<file path="src/rtl/tdm_demux8_if.sv">
// Serial slot input and parallel frame output of the TDM receive link.
interface tdm_demux8_if #(
   parameter int W = 1
);
   logic           en;
   logic           sync;
   logic [W-1:0]   din;
   logic [8*W-1:0] d;
   logic           frame_valid;
   logic [2:0]     slot;
   logic           locked;
   logic           sync_err;

   // Link side: drives slots, observes rebuilt frames
   modport master (
      output en, sync, din,
      input  d, frame_valid, slot, locked, sync_err
   );

   // Demux side
   modport slave (
      input  en, sync, din,
      output d, frame_valid, slot, locked, sync_err
   );
endinterface

</file>
<file path="src/rtl/tdm_demux8.sv">
// 8-channel TDM receive demux: gathers one slot per strobe into a shadow
// buffer and publishes all 8 channel words atomically once slot 7 lands.

// One channel: a shadow entry filled mid-frame and the published word.
// The last channel has no use for its shadow; it publishes straight from
// din on the slot-7 edge so back-to-back frames need no dead cycle.
module tdm_demux8_lane #(
   parameter int W    = 1,
   parameter bit LAST = 1'b0
) (
   input  logic         clk,
   input  logic         rst,
   input  logic         wr,
   input  logic         pub,
   input  logic [W-1:0] din,
   output logic [W-1:0] q
);
   logic [W-1:0] shadow;

   // Shadow entry: written on this channel's slot, kept across errors
   always_ff @(posedge clk) begin
      if (rst)     shadow <= '0;
      else if (wr) shadow <= din;
   end

   // Published word: only moves when a complete frame is committed
   always_ff @(posedge clk) begin
      if (rst)      q <= '0;
      else if (pub) q <= LAST ? din : shadow;
   end
endmodule

module tdm_demux8 #(
   parameter int W = 1
) (
   input  logic         clk,
   input  logic         rst,
   tdm_demux8_if.slave  bus
);
   typedef enum logic {HUNT, LOCKED} state_t;

   state_t              state, state_nx;
   logic [2:0]          slot, slot_nx;
   logic                fv, fv_nx;
   logic                err, err_nx;
   logic [7:0]          wr_sel;
   logic                publish;
   logic [7:0][W-1:0]   d_lane;

   // State, slot pointer and the two single-cycle pulses
   always_ff @(posedge clk) begin
      if (rst) begin
         state <= HUNT;
         slot  <= 3'd0;
         fv    <= 1'b0;
         err   <= 1'b0;
      end else begin
         state <= state_nx;
         slot  <= slot_nx;
         fv    <= fv_nx;
         err   <= err_nx;
      end
   end

   // Slot sequencing: decide shadow write, publish and sync violations
   always_comb begin
      state_nx = state;
      slot_nx  = slot;
      wr_sel   = '0;
      publish  = 1'b0;
      fv_nx    = 1'b0;
      err_nx   = 1'b0;
      if (bus.en) begin
         unique case (state)
            HUNT: begin
               // Samples before the first sync carry no frame position
               if (bus.sync) begin
                  wr_sel[0] = 1'b1;
                  slot_nx   = 3'd1;
                  state_nx  = LOCKED;
               end
            end
            LOCKED: begin
               if (slot == 3'd0) begin
                  if (bus.sync) begin
                     wr_sel[0] = 1'b1;
                     slot_nx   = 3'd1;
                  end else begin
                     // Lost alignment: drop the sample and re-hunt
                     err_nx   = 1'b1;
                     slot_nx  = 3'd0;
                     state_nx = HUNT;
                  end
               end else if (bus.sync) begin
                  // Early sync: abandon the partial frame, restart on this sample
                  err_nx    = 1'b1;
                  wr_sel[0] = 1'b1;
                  slot_nx   = 3'd1;
               end else if (slot == 3'd7) begin
                  publish = 1'b1;
                  fv_nx   = 1'b1;
                  slot_nx = 3'd0;
               end else begin
                  wr_sel[slot] = 1'b1;
                  slot_nx      = 3'(slot + 3'd1);
               end
            end
            default: state_nx = HUNT;
         endcase
      end
   end

   // Per-channel shadow/publish registers
   generate
      for (genvar k = 0; k < 8; k++) begin : g_lane
         tdm_demux8_lane #(
            .W    (W),
            .LAST (k == 7)
         ) u_lane (
            .clk (clk),
            .rst (rst),
            .wr  (wr_sel[k]),
            .pub (publish),
            .din (bus.din),
            .q   (d_lane[k])
         );
      end
   endgenerate

   assign bus.d           = d_lane;
   assign bus.frame_valid = fv;
   assign bus.sync_err    = err;
   assign bus.slot        = slot;
   assign bus.locked      = (state == LOCKED);
endmodule

</file>
<file path="src/flat_wrapper.sv">
// flat-port wrapper written by rule: the top's interface ports become plain ports
module tdm_demux8_flat 
#(
   parameter int W = 1
)
  (clk, rst, bus_en, bus_sync, bus_din, bus_d, bus_frame_valid, bus_slot, bus_locked, bus_sync_err);
  tdm_demux8_if #(.W(W)) bus_i ();
  input  logic clk;
  input  logic rst;
  input wire logic [$bits(bus_i.en)-1:0] bus_en;
  input wire logic [$bits(bus_i.sync)-1:0] bus_sync;
  input wire logic [$bits(bus_i.din)-1:0] bus_din;
  output wire logic [$bits(bus_i.d)-1:0] bus_d;
  output wire logic [$bits(bus_i.frame_valid)-1:0] bus_frame_valid;
  output wire logic [$bits(bus_i.slot)-1:0] bus_slot;
  output wire logic [$bits(bus_i.locked)-1:0] bus_locked;
  output wire logic [$bits(bus_i.sync_err)-1:0] bus_sync_err;
  assign bus_i.en = bus_en;
  assign bus_i.sync = bus_sync;
  assign bus_i.din = bus_din;
  assign bus_d = bus_i.d;
  assign bus_frame_valid = bus_i.frame_valid;
  assign bus_slot = bus_i.slot;
  assign bus_locked = bus_i.locked;
  assign bus_sync_err = bus_i.sync_err;
  tdm_demux8 #(.W(W)) u_core (.clk(clk), .rst(rst), .bus(bus_i));
endmodule
</file>
<file path="config.mk">
export PLATFORM = sky130hd
export DESIGN_NAME = tdm_demux8_flat
export DESIGN_NICKNAME = d
export VERILOG_FILES = /design/src/rtl/tdm_demux8_if.sv /design/src/rtl/tdm_demux8.sv /design/src/flat_wrapper.sv
export SDC_FILE = /design/constraint.sdc
export NUM_CORES = 1
export LEC_CHECK = 0
export ABC_CLOCK_PERIOD_IN_PS = 2100
export CELL_PAD_IN_SITES_DETAIL_PLACEMENT = 0
export CELL_PAD_IN_SITES_GLOBAL_PLACEMENT = 1
export CORE_ASPECT_RATIO = 0.9
export CORE_MARGIN = 4
export CORE_UTILIZATION = 37
export CTS_CLUSTER_DIAMETER = 200
export DETAILED_ROUTE_END_ITERATION = 7
export MAX_ROUTING_LAYER = met4
export PLACE_DENSITY = 0.88
export SETUP_SLACK_MARGIN = 0.02
export SLEW_MARGIN = 30
export SYNTH_ARGS = -nofsm -noshare
export SYNTH_HDL_FRONTEND = slang
export SYNTH_SLANG_ARGS = --single-unit
export TNS_END_PERCENT = 10
</file>
<file path="constraint.sdc">
create_clock -name clk -period 2.1 [get_ports clk]
set_input_delay 0.525 -clock clk [delete_from_list [all_inputs] [get_ports clk]]
set_output_delay 0.525 -clock clk [all_outputs]
set_load 0.02 [all_outputs]
</file>
==> flow_metrics.tcl <==
set metrics [dict create \
    status "finished clean" \
    layout_common_cells "21 x dfxtp_1, 20 x nor2_1, 18 x clkdlybuf4s50_1, 14 x mux2i_1, 11 x buf_4" \
    wl_met3_um 94 \
    min_period_over_period_pct 94.57 \
    first_pass_iters 4 \
    crit_family "buffers and inverters" \
    antenna_found_initial 0 \
    grt_max_degree 16 \
    layout.nets 139 \
    wl_um 2070 \
    holdWs_ps 482.6 \
    slowest_stage "clkdlybuf4s50_1" \
    grt_use_total_pct 12.54 \
    pwr-share-seq_pct 61.3 \
    criticalPathCategory "flip-flop to primary output" \
    hold_class "flip-flop to flip-flop" \
    holdPathStages 2 \
    drcViolationCount 0 \
    power.density_nw_per_um2 539.1 \
    synthCells 108 \
    r2r_slack_ps 170 \
    start_util_pct 39.63 \
    dp.final_hpwl_um 1597 \
    globalRouteOverflowTotal 0 \
    vias 810 \
    critPathCaptureType "primary output" \
    final_cell_area_um2 1239 \
    max_freq_mhz 503.6 \
    start_kind "flip-flop" \
    route.met2.wl_um 1034 \
    clock_latency_ps 300 \
    finalSetupViolCount 0 \
    placed_area_um2 1211 \
    fin_skew_ps 4.882 \
    hold_path_end "u_core.g_lane[5].u_lane.shadow$_SDFFE_PP0P_" \
    drv_slew 0 \
    routed.top_layer "met4" \
    relSlewSlack_pct 68.57 \
    synth_seq_cells 21 \
    mostFrequentLayoutCell "dfxtp_1" \
    rows 17 \
    crit_cells 1 \
    rsz0062_at_grt "false" \
    yosys_warnings 0 \
    cpPeakStageDelay_ps 660 \
    cts_buffer_depth 2 \
    avgSynthCellArea_um2 9.210 \
    switching_power_mw 0.1633 \
    worstHoldStart "u_core.g_lane[5].u_lane.shadow$_SDFFE_PP0P_" \
    cts_root_buf "clkbuf_4" \
    maxCapViolations 0 \
    reg2reg_to "u_core.g_lane[1].u_lane.shadow$_SDFFE_PP0P_" \
    routed_via_density 5.192 \
    critical_path_arrival_ps 1460 \
    die_area_um2 3583 \
    cts_setup_buffers 0 \
    clock_sinks 21 \
    gp_congestion 0.8949 \
    netlist_area_um2 994.7 \
    p_int_mw 0.5045 \
    grt_pass1_vias 795 \
    ctsHoldBuffers 0 \
    synth_nets 118 \
    ys_seq_area_share_pct 42.26 \
    fill_cells 255 \
    port-buffer-count 18 \
    p_comb_share_pct 9.7 \
    r2r-start "u_core.bus.slot[0]$_SDFFE_PP0P_" \
    cts_resized 0 \
    cts_tree "yes" \
    path_cells "clkdlybuf4s50_1" \
    antenna_cells 0 \
    rr_worst_depth 6 \
    required_ps 1570 \
    clkPwrFrac_pct 29.0 \
    htree_levels 1 \
    fp.dieW_um 62.66 \
    die_h_um 57.19 \
    critPathLaunch "u_core.bus.slot[0]$_SDFFE_PP0P_" \
    io_pins 19 \
    layout_min_cycle_time_ps 1986 \
    vdd_ir_drop_max_uv 312.7 \
    areaGrowthSynthToFinish_pct 24.53 \
    clk_pin_slew_ps 120 \
    p_leak_nw 0.4666 \
    layout-drive-gt1-share_pct 12.50 \
    synth.distinct_cells 28 \
    drt_iter0_drc 7 \
    crit_buf_inv 1 \
    hold_viol 0 \
    worstPathMaxFanout 8 \
    switching_share_pct 24.46 \
    grt_pass1_wl_um 3519 \
    antenna_left 0 \
    wl_met1_um 926 \
    worst_slew_pin_slew_ps 465.4 \
    core_area_um2 2510 \
    cts_inserted_buffers 3 \
    wire_per_inst_um 13.27 \
]
==> sequential cells by signal, indices dropped and copies added, names as in the netlist <==
name / flops
u_core.bus.sync_err: 1
u_core.bus.slot: 3
u_core.bus.frame_valid: 1
u_core.g_lane.u_lane.q: 8
u_core.bus.locked: 1
u_core.g_lane.u_lane.shadow: 7
==> final cells by class <==
class | instances | area [um2] | share of cell area [%]
Tap cell | 28 | 35.03 | 2.828
Timing Repair Buffer | 29 | 262.8 | 21.21
Clock inverter | 1 | 5.005 | 0.4040
Multi-Input combinational cell | 70 | 478.0 | 38.59
Sequential cell | 21 | 420.4 | 33.94
Inverter | 4 | 15.01 | 1.212
Clock buffer | 3 | 22.52 | 1.818
==> power by group through the flow <==
stage          clock (mW)  combinational (mW)  sequential, mW
2_1_floorplan           0              0.0306           0.420
3_3_place_gp            0              0.0638           0.418
3_5_place_dp            0              0.0654           0.418
4_1_cts             0.207              0.0656           0.409
5_1_grt             0.224              0.0711           0.410
6_report            0.194              0.0650           0.409
==> layer usage <==
| metal | track usage [%] | vias up |
|---|---|---|
| met3 | 1.772 | 2 |
| li1 | - | 400 |
| met1 | 14.11 | 388 |
| met4 | 5.660 | 0 |
| met2 | 22.19 | 20 |
| met5 | - | - |
==> synth_stat cells, drive strengths merged <==
| cell type | count | share of area [%] |
|---|---|---|
| nand2b | 1 | 0.63 |
| nand3b | 1 | 0.75 |
| nand4bb | 1 | 1.1 |
| nand4b | 1 | 0.88 |
| nor3 | 3 | 1.5 |
| nor2b | 3 | 1.9 |
| nand4 | 1 | 0.63 |
| clkbuf | 3 | 1.1 |
| buf | 10 | 7.7 |
| or3 | 2 | 1.3 |
| o41ai | 1 | 0.88 |
| ha | 5 | 6.3 |
| o21ai | 3 | 1.5 |
| mux2i | 14 | 14 |
| nor4b | 1 | 0.88 |
| a31oi | 1 | 0.63 |
| a32oi | 1 | 0.88 |
| nor2 | 20 | 7.5 |
| or3b | 1 | 0.88 |
| and2 | 1 | 0.63 |
| inv | 4 | 1.5 |
| dfxtp | 21 | 42 |
| a221oi | 1 | 0.88 |
| a21oi | 2 | 1.0 |
| a21o | 1 | 0.75 |
| nand2 | 5 | 1.9 |
==> cells by family after synthesis <==
group | Yosys count | synth area share, %
buffers and inverters | 17 | 10.31
AOI/OAI and AO/OA | 10 | 6.542
and+or+nand+nor | 41 | 20.50
muxes | 14 | 14.09
DFF | 21 | 42.26
adders and majority gates | 5 | 6.289
==> worst min-delay path: stages (launching register included) <==
cell	delay, ps
dfxtp_1	330
o21ai_0	60
a21oi_1	60
==> stage by stage <==
step / TNS (ps) / total power, mW / setup WS [ps] / instances / utilization [%]
4_1_cts: 0 / 0.6817 / 102.2 / 156 / 49.35
2_1_floorplan: 0 / 0.4508 / 249.1 / 108 / -
3_3_place_gp: -64.40 / 0.4819 / -11.21 / 152 / 48.26
3_5_place_dp: -48.48 / 0.4831 / -34.19 / 152 / 48.26
6_report: 0 / 0.6678 / 114.1 / 156 / 49.35
5_1_grt: 0 / 0.7049 / 41.22 / 156 / 49.35
==> worst max-delay path by stage <==
stage and endpoint:
2_1_floorplan u_core.g_lane[2].u_lane.q$_SDFFE_PP0P_, 5_1_grt u_core.g_lane[0].u_lane.q$_SDFFE_PP0P_, 3_3_place_gp u_core.g_lane[6].u_lane.q$_SDFFE_PP0P_, 3_5_place_dp u_core.g_lane[1].u_lane.q$_SDFFE_PP0P_, 6_report bus_slot[0], 4_1_cts bus_slot[0]
(Power assumes the default switching activity.)
